<file path="src/rtl/lsu_pkg.sv">
// Shared LSU definitions: access sizes, controller states, opcode constants
// and the small helpers used when an op is accepted.
package lsu_pkg;

    localparam int LSU_XLEN = 32;

    // Major opcodes, shared with lsu_decode.
    localparam logic [6:0] OPC_LOAD  = 7'b0000011;
    localparam logic [6:0] OPC_STORE = 7'b0100011;

    typedef enum logic [1:0] {
        LSU_BYTE = 2'd0,
        LSU_HALF = 2'd1,
        LSU_WORD = 2'd2
    } lsu_size_e;

    typedef enum logic [1:0] {
        S_IDLE = 2'd0,
        S_REQ  = 2'd1,
        S_RESP = 2'd2,
        S_WB   = 2'd3
    } lsu_state_e;

    // Size encoding 3 is reserved and behaves as a word access.
    function automatic lsu_size_e norm_size(input logic [1:0] size);
        case (size)
            2'd0:    return LSU_BYTE;
            2'd1:    return LSU_HALF;
            default: return LSU_WORD;
        endcase
    endfunction

    // Halves need an even address, words need a word-aligned address.
    function automatic logic is_misaligned(input lsu_size_e size, input logic [1:0] lane);
        case (size)
            LSU_HALF: return lane[0];
            LSU_WORD: return (lane != 2'b00);
            default:  return 1'b0;
        endcase
    endfunction

endpackage

</file>
<file path="src/rtl/lsu_load_align.sv">
// Load-data aligner: shifts the addressed lane down to bit 0 and
// sign- or zero-extends byte and half results.
module lsu_load_align
    import lsu_pkg::*;
(
    input  logic [LSU_XLEN-1:0] rdata,
    input  logic [1:0]          lane,
    input  lsu_size_e           size,
    input  logic                zero_ext,
    output logic [LSU_XLEN-1:0] wb_data
);

    logic [LSU_XLEN-1:0] sh;
    logic                ext_bit;

    assign sh = rdata >> {lane, 3'b000};

    // Select and extend the addressed byte/half; words pass through.
    always_comb begin
        // NOTE: default assignments first so every path drives every output and no latch is inferred.
        wb_data = sh;
        ext_bit = 1'b0;
        case (size)
            LSU_BYTE: begin
                ext_bit = ~zero_ext & sh[7];
                wb_data = {{24{ext_bit}}, sh[7:0]};
            end
            LSU_HALF: begin
                ext_bit = ~zero_ext & sh[15];
                wb_data = {{16{ext_bit}}, sh[15:0]};
            end
            default: wb_data = sh;
        endcase
    end

endmodule

</file>
<file path="src/rtl/lsu_mem_ctrl.sv">
// LSU memory controller: executes one decoded load/store at a time against a
// word-wide memory port, then returns aligned load data to writeback.
module lsu_mem_ctrl
    import lsu_pkg::*;
#(
    parameter int XLEN        = 32,
    parameter int TIMEOUT_CYC = 256
) (
    input  logic            clk,
    input  logic            rst,
    input  logic            op_valid,
    output logic            op_ready,
    input  logic            op_is_load,
    input  logic            op_zero_ext,
    input  logic            op_is_nop,
    input  logic [1:0]      op_size,
    input  logic [XLEN-1:0] op_base,
    input  logic [XLEN-1:0] op_store_data,
    input  logic [4:0]      op_rd,
    input  logic [11:0]     op_imm,
    output logic            mem_req_valid,
    input  logic            mem_req_ready,
    output logic            mem_req_we,
    output logic [XLEN-1:0] mem_req_addr,
    output logic [XLEN-1:0] mem_req_wdata,
    output logic [3:0]      mem_req_be,
    input  logic            mem_resp_valid,
    input  logic [XLEN-1:0] mem_resp_rdata,
    output logic            wb_valid,
    output logic [4:0]      wb_rd,
    output logic [XLEN-1:0] wb_data,
    output logic            err
);

    localparam int               CNT_W    = $clog2(TIMEOUT_CYC);
    localparam logic [CNT_W-1:0] CNT_LAST = CNT_W'(TIMEOUT_CYC - 1);

    lsu_state_e       state;
    logic [CNT_W-1:0] cnt;
    logic [1:0]       lane_q;
    lsu_size_e        size_q;
    logic             zext_q;
    logic [4:0]       rd_q;

    logic [XLEN-1:0]  ea;
    lsu_size_e        acc_size;
    logic [1:0]       acc_lane;
    logic             acc_misalign;
    logic [3:0]       acc_be;
    logic [XLEN-1:0]  acc_wdata;
    logic [XLEN-1:0]  align_data;

    // Effective address wraps modulo 2^XLEN.
    assign ea           = op_base + {{(XLEN-12){op_imm[11]}}, op_imm};
    assign acc_size     = norm_size(op_size);
    assign acc_lane     = ea[1:0];
    assign acc_misalign = is_misaligned(acc_size, acc_lane);

    // Store byte enables and lane-replicated write data for the presented op.
    always_comb begin
        acc_be    = 4'hF;
        acc_wdata = op_store_data;
        case (acc_size)
            LSU_BYTE: begin
                acc_be    = 4'b0001 << acc_lane;
                acc_wdata = {4{op_store_data[7:0]}};
            end
            LSU_HALF: begin
                acc_be    = 4'b0011 << acc_lane;
                acc_wdata = {2{op_store_data[15:0]}};
            end
            default: begin
                acc_be    = 4'hF;
                acc_wdata = op_store_data;
            end
        endcase
    end

    lsu_load_align u_align (
        .rdata    (mem_resp_rdata),
        .lane     (lane_q),
        .size     (size_q),
        .zero_ext (zext_q),
        .wb_data  (align_data)
    );

    // Controller FSM with registered outputs and the response timeout counter.
    always_ff @(posedge clk) begin
        // NOTE: all state here uses non-blocking assignments so every register samples pre-edge values.
        if (rst) begin
            state         <= S_IDLE;
            cnt           <= '0;
            lane_q        <= 2'b00;
            size_q        <= LSU_WORD;
            zext_q        <= 1'b0;
            rd_q          <= 5'd0;
            op_ready      <= 1'b1;
            mem_req_valid <= 1'b0;
            mem_req_we    <= 1'b0;
            mem_req_addr  <= '0;
            mem_req_wdata <= '0;
            mem_req_be    <= 4'h0;
            wb_valid      <= 1'b0;
            wb_rd         <= 5'd0;
            wb_data       <= '0;
            err           <= 1'b0;
        end else begin
            wb_valid <= 1'b0;
            err      <= 1'b0;
            case (state)
                S_IDLE: begin
                    if (op_valid && op_ready && !op_is_nop) begin
                        if (acc_misalign) begin
                            // Rejected without touching memory; stay ready.
                            err <= 1'b1;
                        end else begin
                            lane_q        <= acc_lane;
                            size_q        <= acc_size;
                            zext_q        <= op_zero_ext;
                            rd_q          <= op_rd;
                            mem_req_valid <= 1'b1;
                            mem_req_we    <= ~op_is_load;
                            mem_req_addr  <= {ea[XLEN-1:2], 2'b00};
                            mem_req_be    <= op_is_load ? 4'hF : acc_be;
                            mem_req_wdata <= op_is_load ? '0 : acc_wdata;
                            op_ready      <= 1'b0;
                            state         <= S_REQ;
                        end
                    end
                end
                S_REQ: begin
                    if (mem_req_ready) begin
                        mem_req_valid <= 1'b0;
                        if (mem_req_we) begin
                            // Writes are fire-and-forget.
                            op_ready <= 1'b1;
                            state    <= S_IDLE;
                        end else begin
                            cnt   <= '0;
                            state <= S_RESP;
                        end
                    end
                end
                S_RESP: begin
                    if (mem_resp_valid) begin
                        wb_data  <= align_data;
                        wb_rd    <= rd_q;
                        wb_valid <= (rd_q != 5'd0);
                        state    <= S_WB;
                    end else if (cnt == CNT_LAST) begin
                        err      <= 1'b1;
                        op_ready <= 1'b1;
                        state    <= S_IDLE;
                    end else begin
                        cnt <= cnt + 1'b1;
                    end
                end
                S_WB: begin
                    op_ready <= 1'b1;
                    state    <= S_IDLE;
                end
                default: begin
                    op_ready <= 1'b1;
                    state    <= S_IDLE;
                end
            endcase
        end
    end

endmodule

</file>
<file path="config.mk">
export PLATFORM = sky130hd
export DESIGN_NAME = lsu_mem_ctrl
export DESIGN_NICKNAME = d
export VERILOG_FILES = /design/src/rtl/lsu_pkg.sv /design/src/rtl/lsu_load_align.sv /design/src/rtl/lsu_mem_ctrl.sv
export SDC_FILE = /design/constraint.sdc
export NUM_CORES = 1
export LEC_CHECK = 0
export ABC_AREA = 1
export CELL_PAD_IN_SITES_DETAIL_PLACEMENT = 1
export CELL_PAD_IN_SITES_GLOBAL_PLACEMENT = 1
export CORE_MARGIN = 4
export CORE_UTILIZATION = 30
export CTS_CLUSTER_SIZE = 20
export DETAILED_ROUTE_END_ITERATION = 8
export PLACE_DENSITY_LB_ADDON = 0.05
export SYNTH_ARGS = -nofsm -noshare
export SYNTH_HDL_FRONTEND = slang
export SYNTH_HIERARCHICAL = 1
export SYNTH_SLANG_ARGS = --single-unit
</file>
<file path="constraint.sdc">
create_clock -name clk -period 4.7 [get_ports clk]
set_clock_uncertainty 0.15 [all_clocks]
set_input_delay 0.705 -clock clk [delete_from_list [all_inputs] [get_ports clk]]
set_output_delay 0.705 -clock clk [all_outputs]
set_load 0.01 [all_outputs]
</file>
### After elaboration in Yosys (flattened, before gate mapping)

Index checks and enable logic that the tools add are counted.

* flip-flop bits (word level): 128
* output and inout port bits: 110
* logic and storage cells: 98

* add/subtract/negate cells: 2
* equality and inequality tests: 17
* shifts and indexed selects: 3
* multiplexer cells: 35
* bitwise operators: 7
* reductions and logical operators: 18

Operators by type and width (number)
* one-hot mux 32 bit (2 select lines): 2
* adder 32 bit: 1
* two-way mux 32 bit: 1
* two-way mux 8 bit: 4
* right shift 32 x 5 -> 32 bit: 1
* != test 2 bit (second input constant): 8
* one-hot mux 8 bit (2 select lines): 1
* two-way mux 1 bit: 13
* two-way mux 2 bit: 6
* adder 8 x 1 -> 8 bit (second input constant): 1
* == test 2 x 1 -> 1 bit (second input constant): 4
* == test 8 bit (second input constant): 1
* logical NOT 2 bit: 4
* one-hot mux 2 bit (4 select lines): 1
* one-hot mux 4 bit (2 select lines): 1
* AND reduction 4 bit: 2
* == test 2 bit (second input constant): 3
* one-hot mux 1 bit (2 select lines): 3
* AND reduction 6 bit: 1
* nonzero test 2 bit: 3
* NOT 1 bit: 5
* AND reduction 5 bit: 1
* nonzero test 5 bit: 1
* two-way mux 4 bit: 1
* 11 further kinds: 13

### Longest topological paths before layout

Gate-level depths: netlist of run 1.

* depth after elaboration: 7
* gate-level depth with buffers: 14
* mapped depth without buffers: 14

### By module

Netlist of run 1, hierarchy kept.

Modules (own cells, without submodules)
* lsu_mem_ctrl: times used 1, cells an instance 1183, area an instance 7423.4 sq um, seq. area each 2562.5 sq um
* lsu_load_align: times used 1, cells an instance 174, area an instance 903.4 sq um, seq. area each 0.0 sq um

### Worst setup path before layout of run 1

No wires, ideal clock.

* kind: in2reg
* start point: in op_base[0]
* end point: reg mem_req_addr[17]
* setup time: 115 ps
* arrival time: 2317 ps
* required time: 4435 ps
* slack: 2117 ps
* stages on the path: 10
* path buffers: 2
* cell sequence: ha_1 > fa_1 > nor2_1 > a21oi_2 > nor2_2 > buf_4 > buf_4 > nand2_1 > o21ai_0 > inv_1

* longest elaborated chain between the ends: 5

RTL lines
* from (decl): RTL line lsu_mem_ctrl.sv:17 `input logic [XLEN-1:0] op_base,`
* adder 32 bit: RTL line lsu_mem_ctrl.sv:54 `assign ea = op_base + {{(XLEN-12){op_imm[11]}}, op_imm};`
* named net ea[1]: RTL line lsu_mem_ctrl.sv:45 `logic [XLEN-1:0] ea;`
* nonzero test 2 bit: RTL line lsu_pkg.sv:37 `LSU_WORD: return (lane != 2'b00);`
* one-hot mux 1 bit (2 select lines): RTL line lsu_pkg.sv:35 `case (size)`
* NOT 1 bit (no line)
* AND reduction 3 bit (no line)
* to (signal assigned): RTL line lsu_mem_ctrl.sv:123 `mem_req_addr <= {ea[XLEN-1:2], 2'b00};`
* to (decl): RTL line lsu_mem_ctrl.sv:24 `output logic [XLEN-1:0] mem_req_addr,`

The timed path passes the listed nets, and every way through them passes these cells.
A chain may end at the register's enable or synchronous reset.

### Final worst setup path of run 1

* start point: in op_base[0]
* end point: reg rd_q[0]

* longest elaborated chain between the ends: 5

RTL lines
* adder 32 bit: RTL line lsu_mem_ctrl.sv:54
* named net ea[1]: RTL line lsu_mem_ctrl.sv:45
* nonzero test 2 bit: RTL line lsu_pkg.sv:37
* one-hot mux 1 bit (2 select lines): RTL line lsu_pkg.sv:35
* NOT 1 bit (no line)
* AND reduction 3 bit (no line)
* to (signal assigned): RTL line lsu_mem_ctrl.sv:120 `rd_q <= op_rd;`
* to (decl): RTL line lsu_mem_ctrl.sv:43 `logic [4:0] rd_q;`

The timed path passes the listed nets, and every way through them passes these cells.

==> flow_summary.toml, run 1 <==
[status]
outcome = "finished clean"

[timing]
fmaxAchievable_mhz = 296
timing.max_slew.rel_slack_pct = 28.2
final.setup.tns_ns = 0
final_max_slew_viol_count = 0
rsz0062_at_grt = "false"
finalSetupViolCount = 0
finalCriticalPeriod_ns = 3.38
hold_viol_final = 0
pin_slew_with_the_least_headroom_to_its_limit_ns = 1.08
post-route-period-util_pct = 71.9

[yosys]
postSynthRegisterBits = 128
synth_edf_count = 0
syn_area_sq_um = 8330
yosysMostFrequentCell = "nand2_1"
avgSynthCellArea_sq_um = 6.14
yosys_warnings = 6
seq_area_frac_synth_pct = 30.8
synthDominantAreaCellType = "dfxtp_1"
synth.distinct_cells = 44
syn_inst = 1357
ys.flop_type = "dfxtp_1"
synth.top_cells.by_area = "dfxtp_1, nand2_1, a21oi_1, inv_1, nand3_1"
yosys-top-cells-count = "nand2_1, inv_1, a21oi_1, nor2_1, dfxtp_1"
synth_top_cell_area_share_pct = 30.8
async_flop_share_pct = 0

[critical_path]
worstReg2RegStart = "state[1]"
regToRegEndpoint = "cnt[5]"
crit_arrival_ns = 3.57
required_ns = 4.89
timing.reg2reg.worst_path_depth = 10
crit_type = "input port to flop"
regToRegSetupSlack_ns = 2.42
critical_path_peak_fanout = 54
cp-end-kind = "flop"
critPathLaunchType = "input port"

[clock_tree]
cells_resized_by_post_cts_repair = 0
cts_root_buffer = "clkbuf_16"
cts-root-to-sink-buffers = 2
post-cts-setup-buffers = 0
clock_sinks = 128
hold_buffers = 0
htree_levels = 4
clk_pin_slew_worst_paths_ns = 0.07
cts_buffers = 17
insertion_delay_ns = 0.43
cts_tree = "built"

[grt]
grt_first_pass_wirelength_um = 50500
pin_count_of_the_biggest_net_entering_global_routing = 74
grt_pass1_vias = 9472
grt-ovfl-total = 0
grt_use_total_pct = 20.4
busiest_metal_layer_after_global_routing = "met2"
use_met2_pct = 36.1
grtUsageMet3_pct = 3.63
antenna_found_initial = 1
use_met1_pct = 25.8

[floorplan]
design.die.area_sq_um = 30500
placeableCoreArea_sq_um = 27100
initial_utilization_pct = 30.7
rows = 60
die_width_um = 175
die_height_um = 175
top_level_ports = 233

[drt]
final_antenna_net_count = 0
totalWireLength_um = 31600
route.detailed.vias_per_inst = 4.70
drt-wirelength-per-cell_um = 16.2
detail_route.first_pass.iterations = 4
num_vias = 9143
initialDrtViolationCount = 460
detail_route.drc_violations = 0

[power]
vdd_ir_drop_max_v = 0.000196
power_per_cell_area_nw_per_um2 = 298
leakage_uw = 0.00530
overall_power_after_layout_uw = 3410

[placement]
hpwlAfterDp_um = 23800
gp_congestion = 0.901
number_of_port_buffers = 230

[cells_and_area]
areaGrowthSynthToFinish_pct = 37.6
finish.utilization_pct = 42.3
share_of_cells_above_drive_strength_1_pct = 5.22
diodes_inserted = 0
design.final.nets = 1715

[hold_path]
timing.hold.worst.class = "flop to flop"
min_from = "wb_data[9]"
hold-path-cell-count = 2
min_to = "wb_data[9]"

[job]
number_of_max_cap_violations = 0
-- routing by layer --
| metal | share of wire [%] | wire, um | vias up |
|---|---|---|---|
| li1 | - | - | 4675 |
| met1 | 44 | 14000 | 4256 |
| met2 | 50 | 15800 | 180 |
| met3 | 3.8 | 1200 | 30 |
| met4 | 1.6 | 495 | 2 |
| met5 | 0.063 | 20 | - |
-- final cells by class --
cell class	instances	area (sq um)
clock buffer	17	425
clock inverter	15	168
fill	3526	15600
inverter	186	701
multi-input combinational	986	4760
sequential	128	2560
tap	372	465
timing repair buffer	240	2370
-- metrics by stage --
stage          worst slack (ns)  hold WS (ns)  cells  area (sq um)
2_1_floorplan              2.12         0.295   1358          8330
3_3_place_gp              0.963         0.299   1912         10900
3_5_place_dp              0.873         0.303   1912         10900
4_1_cts                    1.30         0.315   1944         11500
5_1_grt                    1.07         0.331   1944         11500
6_report                   1.32         0.313   1944         11500
-- where the power goes --
part / internal [uW] / switching [uW]
clock: 713 / 627
combinational: 371 / 526
sequential: 1140 / 36.9
total: 2220 / 1190
-- placed cells by master (no fill, tap or decap), types with 3 or more instances in the layout --
cell / netlist / layout
nor3_1: 7 / 7
xnor2_1: 6 / 6
ha_1: 32 / 32
a21oi_1: 134 / 134
inv_2: 6 / 6
inv_8: 0 / 3
inv_1: 178 / 178
xor2_1: 13 / 13
nand3b_1: 5 / 5
a211oi_1: 4 / 4
o22ai_1: 7 / 7
nand3_1: 102 / 102
clkdlybuf4s50_1: 0 / 229
o211ai_1: 4 / 4
buf_4: 11 / 11
dfxtp_1: 128 / 128
nor2_4: 2 / 3
nand4_1: 5 / 5
nand2_1: 445 / 445
and2_1: 3 / 3
inv_6: 0 / 5
nor2_1: 129 / 129
clkinv_8: 0 / 4
o21ai_0: 48 / 48
nand3_2: 15 / 15
nor2_2: 4 / 3
clkbuf_16: 0 / 17
-- cells by family (layout without fill, tap and decap cells) --
logic type,count (synthesis),count (layout),synth area share (%)
simple gates,725,725,36.7
other cells,1,2,0.0450
buf+inv,244,458,12.2
compound gates,207,207,13.3
flops,128,128,30.8
fa+ha+maj,33,33,5.05
xor+xnor,19,19,2.00
-- critical path, stage by stage --
cell and delay, ns:
clkdlybuf4s50_1 0.41, ha_1 0.30, fa_1 0.60, nor2_1 0.10, a21oi_2 0.21, nor2_4 0.09
inv_2 0.79, o21ai_0 0.20, a21oi_1 0.15
-- worst max path at each step --
stage | startpoint | end | slack (ns) | cells past startpoint
2_1_floorplan | op_base[0] | mem_req_addr[17] | 2.12 | 10
3_3_place_gp | op_base[0] | rd_q[0] | 0.96 | 9
3_5_place_dp | op_base[0] | rd_q[0] | 0.87 | 9
4_1_cts | op_base[0] | rd_q[0] | 1.30 | 9
5_1_grt | op_base[0] | rd_q[0] | 1.07 | 9
6_report | op_base[0] | rd_q[0] | 1.32 | 9
-- state kept, by name, summed over array words and instances (netlist names), 2 cells and up --
signal and flops:
wb_rd 5, lane_q 2, wb_data 32, size_q 2
mem_req_addr 30, state 2, rd_q 5, mem_req_be 4
mem_req_wdata 32, cnt 8
Note: power is estimated with default switching activity, not from simulation.
==> run 2, diff against run 1 <==
clock period = 3.15 ns   (was 4.7 ns; I/O delays follow)
==> flow_summary.toml, run 2 (synthesized netlist as in run 1, its figures left out) <==
[clock_tree]
hold_buffers = 0
htree_levels = 4
clk_pin_slew_worst_paths_ns = 0.06
clock_sinks = 128
insertion_delay_ns = 0.42
cts_buffers = 17
cells_resized_by_post_cts_repair = 0
cts-root-to-sink-buffers = 2
cts_tree = "built"
post-cts-setup-buffers = 0
cts_root_buffer = "clkbuf_16"

[critical_path]
crit_type = "input port to flop"
cp-end-kind = "flop"
slowest_stage = "fa_1"
required_ns = 3.34
critical_path_peak_fanout = 19
crit_arrival_ns = 2.99
critPathMaxStageDelay_ns = 0.53
path_cells = "clkdlybuf4s50_1 -> ha_1 -> fa_1 -> nor2_1 -> a21oi_2 -> nor2_4 -> nand2_2 -> inv_2 -> buf_12 -> nand2_1 -> a21oi_1"
critical_path.top_delay_family = "adder cells"
critPathLaunchType = "input port"
timing.critical_path.buf_inv = 3

[cells_and_area]
share_of_cells_above_drive_strength_1_pct = 5.93
design.final.nets = 1727
most-common-layout-cells = "nand2_1, clkdlybuf4s50_1, inv_1"
most_common_library_cell_in_the_layout_ignoring_fill_and_taps = "nand2_1"
num-fill-cells = 3556
areaGrowthSynthToFinish_pct = 40.0
finish.utilization_pct = 43.0
layout_top_registers = "mem_req_wdata x32, wb_data x32, mem_req_addr x30"
layout.area.seq_sq_um = 2560
multi_input_area_sq_um = 4760
diodes_inserted = 0
instances_no_fill = 1956

[timing]
final_max_slew_viol_count = 0
finalCriticalPeriod_ns = 2.80
finalSetupViolCount = 0
hold_viol_final = 0
post-route-period-util_pct = 88.9
fmaxAchievable_mhz = 357
timing.max_slew.rel_slack_pct = 26.3
rsz0062_at_grt = "false"
pin_slew_with_the_least_headroom_to_its_limit_ns = 1.10

[drt]
detail_route.first_pass.iterations = 5
totalWireLength_um = 31300
detail_route.drc_violations = 0
num_vias = 9169
initialDrtViolationCount = 478
drt-wirelength-per-cell_um = 16.0
final_antenna_net_count = 0
route.detailed.vias_per_inst = 4.69

[grt]
grt_pass1_vias = 9335
busiest_metal_layer_after_global_routing = "met2"
grt_use_total_pct = 20.3
use_met2_pct = 36.2
grt-ovfl-total = 0
grtUsageMet3_pct = 3.31
pin_count_of_the_biggest_net_entering_global_routing = 107
antenna_found_initial = 1
grt_first_pass_wirelength_um = 50200
use_met1_pct = 25.9

[floorplan]
rows = 60
die_width_um = 175
die_height_um = 175
placeableCoreArea_sq_um = 27100
design.die.area_sq_um = 30500
top_level_ports = 233
initial_utilization_pct = 30.7

[job]
number_of_max_cap_violations = 0

[hold_path]
timing.hold.worst.class = "flop to flop"

[power]
vdd_ir_drop_max_v = 0.000323
p_int_uw = 3640
leakage_uw = 0.00541
power_switching_share_pct = 32.0
switchingPower_uw = 1710
power.share.sequential_pct = 32.8
share_comb_of_total_power_pct = 25.6
p_clk_share_pct = 41.6
power_per_cell_area_nw_per_um2 = 459

[placement]
dp_cells = 1924
number_of_port_buffers = 230
gp_congestion = 0.831
hpwlAfterDp_um = 24000

[status]
outcome = "finished clean"
==> run 2: worst min-delay path, cell delays in order (launching register included) <==
cell     delay (ns)
dfxtp_1        0.31
nand2_1        0.06
a21oi_1        0.05
==> run 2: power groups by stage <==
stage          sequential [uW]  combinational (uW)  clock, uW
3_5_place_dp              1790                1390          0
3_3_place_gp              1790                1370          0
4_1_cts                   1750                1390       2280
6_report                  1750                1370       2230
5_1_grt                   1760                1540       2360
2_1_floorplan             1810                 785          0
==> run 2: path summary, 6_finish.rpt <==
check / start / endpoint / slack [ns] / cells past startpoint
max: op_base[0] / mem_req_wdata[16] / 0.35 / 11
min: wb_data[2] / wb_data[2] / 0.31 / 2
max reg2reg: cnt[0] / cnt[5] / 1.04 / 9
min reg2reg: wb_data[2] / wb_data[2] / 0.31 / 2
==> run 2: per-stage QoR <==
step	total power [uW]	TNS [ns]	area [sq um]	hold WS, ns	setup WS, ns
2_1_floorplan	2590	0	8330	0.295	0.800
3_3_place_gp	3160	-0.0365	11000	0.298	-0.0107
3_5_place_dp	3180	-1.22	11000	0.304	-0.106
4_1_cts	5430	0	11700	0.313	0.298
5_1_grt	5660	0	11700	0.334	0.130
6_report	5350	0	11700	0.312	0.348
==> run 2: final cells by class <==
class                      instances  area share, %
clock buffer                      17           3.65
multi-input combinational        986           40.8
tap                              372           3.99
sequential                       128           22.0
clock inverter                    15           1.90
timing repair buffer             252           21.7
inverter                         186           6.01
==> run 2: per-layer routing <==
metal	vias up	share of wire, %
li1	4701	-
met4	2	1.2
met2	175	50
met3	22	3.9
met5	-	0.042
met1	4269	45
==> run 3, diff against run 2 <==
CELL_PAD_IN_SITES_GLOBAL_PLACEMENT = 2   (was 1)
CORE_UTILIZATION = 25   (was 30)
==> flow_summary.toml, run 3 (synthesized netlist as in run 1, its figures left out) <==
[status]
outcome = "finished clean"

[cells_and_area]
num-fill-cells = 4234
most-common-layout-cells = "nand2_1, clkdlybuf4s50_1, inv_1"
finish.utilization_pct = 35.5
diodes_inserted = 0
share_of_cells_above_drive_strength_1_pct = 5.57
instances_no_fill = 2021
design.final.nets = 1724
areaGrowthSynthToFinish_pct = 39.4
most_common_library_cell_in_the_layout_ignoring_fill_and_taps = "nand2_1"
layout_top_registers = "mem_req_wdata x32, wb_data x32, mem_req_addr x30"

[critical_path]
crit_arrival_ns = 2.87
timing.reg2reg.worst_path_depth = 8
cp-end-kind = "flop"
critical_path.most_common_cell = "a21oi_1"
path_cells = "clkdlybuf4s50_1 -> ha_1 -> fa_1 -> nor2_1 -> a21oi_2 -> nor2_4 -> nand2_2 -> a21oi_1 -> o21ai_0 -> a21oi_1"
crit_type = "input port to flop"
required_ns = 3.36
critPathLaunchType = "input port"
worstReg2RegStart = "lane_q[0]"
regToRegEndpoint = "wb_data[19]"
regToRegSetupSlack_ns = 1.06
slowest_stage = "fa_1"
timing.critical_path.buf_inv = 1
critPathMaxStageDelay_ns = 0.55
critical_path_peak_fanout = 10
critical_path.top_delay_family = "adder cells"

[timing]
finalCriticalPeriod_ns = 2.65
timing.max_slew.rel_slack_pct = 25.0
post-route-period-util_pct = 84.2
final.setup.tns_ns = 0
finalSetupViolCount = 0
hold_viol_final = 0
final_max_slew_viol_count = 0
fmaxAchievable_mhz = 377
rsz0062_at_grt = "false"
pin_slew_with_the_least_headroom_to_its_limit_ns = 1.12

[clock_tree]
cts_root_buffer = "clkbuf_16"
htree_levels = 4
clk_pin_slew_worst_paths_ns = 0.06
cts_buffers = 17
insertion_delay_ns = 0.43
hold_buffers = 0
cts_tree = "built"
clock_sinks = 128
post-cts-setup-buffers = 0
cts-root-to-sink-buffers = 2
cells_resized_by_post_cts_repair = 0

[placement]
hpwlAfterDp_um = 25700
number_of_port_buffers = 230
dp_cells = 1991
gp_congestion = 0.805

[floorplan]
rows = 66
initial_utilization_pct = 25.5
design.die.area_sq_um = 36300
die_width_um = 191
placeableCoreArea_sq_um = 32700
top_level_ports = 233
die_height_um = 191

[drt]
num_vias = 8996
initialDrtViolationCount = 327
route.detailed.vias_per_inst = 4.45
totalWireLength_um = 33100
detail_route.drc_violations = 0
drt-wirelength-per-cell_um = 16.4
final_antenna_net_count = 0
detail_route.first_pass.iterations = 4

[power]
power_per_cell_area_nw_per_um2 = 436
overall_power_after_layout_uw = 5060
leakage_uw = 0.00534
vdd_ir_drop_max_v = 0.000377

[hold_path]
min_to = "wb_rd[2]"
hold-path-cell-count = 2
timing.hold.worst.class = "flop to flop"
min_from = "wb_rd[2]"

[grt]
grt_pass1_vias = 9345
pin_count_of_the_biggest_net_entering_global_routing = 65
antenna_found_initial = 0
grt-ovfl-total = 0
grt_use_total_pct = 18.1
grt_first_pass_wirelength_um = 52000

[job]
number_of_max_cap_violations = 0
run 3: changes by cell type in the layout (fill, tap and decap cells not counted), sizes merged:
cell | previous run | this run
inv | 192 | 185
buf | 23 | 20
bufinv | 4 | 1
clkinvlp | 0 | 2
clkbuf | 17 | 21
clkinv | 5 | 7
run 3: how the worst max path moves through the flow:
stage                from                end  slack, ns  cells after the start
6_report       op_base[0]  mem_req_wdata[13]       0.50                     10
5_1_grt        op_base[0]  mem_req_wdata[13]       0.29                     10
4_1_cts        op_base[0]   mem_req_wdata[9]       0.52                     10
3_5_place_dp   op_base[0]   mem_req_wdata[9]       0.09                     10
3_3_place_gp   op_base[0]  mem_req_wdata[21]       0.14                     11
2_1_floorplan  op_base[0]   mem_req_addr[17]       0.80                     10
run 3: power by group:
part,internal [uW],switching (uW),leakage (uW)
sequential,1700,54.7,0.00104
combinational,573,792,0.00403
clock,1140,800,0.000271
run 3: cell type report:
type | count | area, sq um | area share (%)
clock inverters | 9 | 86.3 | 0.744
well taps | 442 | 553 | 4.76
inverters | 186 | 701 | 6.04
multi-input cells | 986 | 4760 | 41.0
flip-flops and latches | 128 | 2560 | 22.1
repair buffers | 249 | 2480 | 21.4
clock buffers | 21 | 470 | 4.05
run 3: worst reg2reg max path, cell delays in order, from the launching register on:
cell and delay (ns):
dfxtp_1 0.32, inv_2 0.51, nand2_1 0.12, nand3_1 0.10, nand2_1 0.11, nand3_2 0.34, nand3_2 0.11, nand3_1 0.12
a21oi_1 0.08
run 3: stage by stage:
| step | hold slack, ns | setup WS (ns) | cell area, sq um |
|---|---|---|---|
| floorplan | 0.295 | 0.800 | 8330 |
| global placement | 0.300 | 0.144 | 11100 |
| detailed placement | 0.305 | 0.0906 | 11100 |
| CTS | 0.315 | 0.520 | 11600 |
| global route | 0.329 | 0.294 | 11600 |
| finish | 0.312 | 0.498 | 11600 |
run 3: routing by layer:
layer	global-route usage, %	routed length (um)	share of wire, %
met5	0	0	0
met4	3.90	414	1.3
met3	2.80	911	2.8
met2	33.4	17000	51
met1	22.2	14800	45
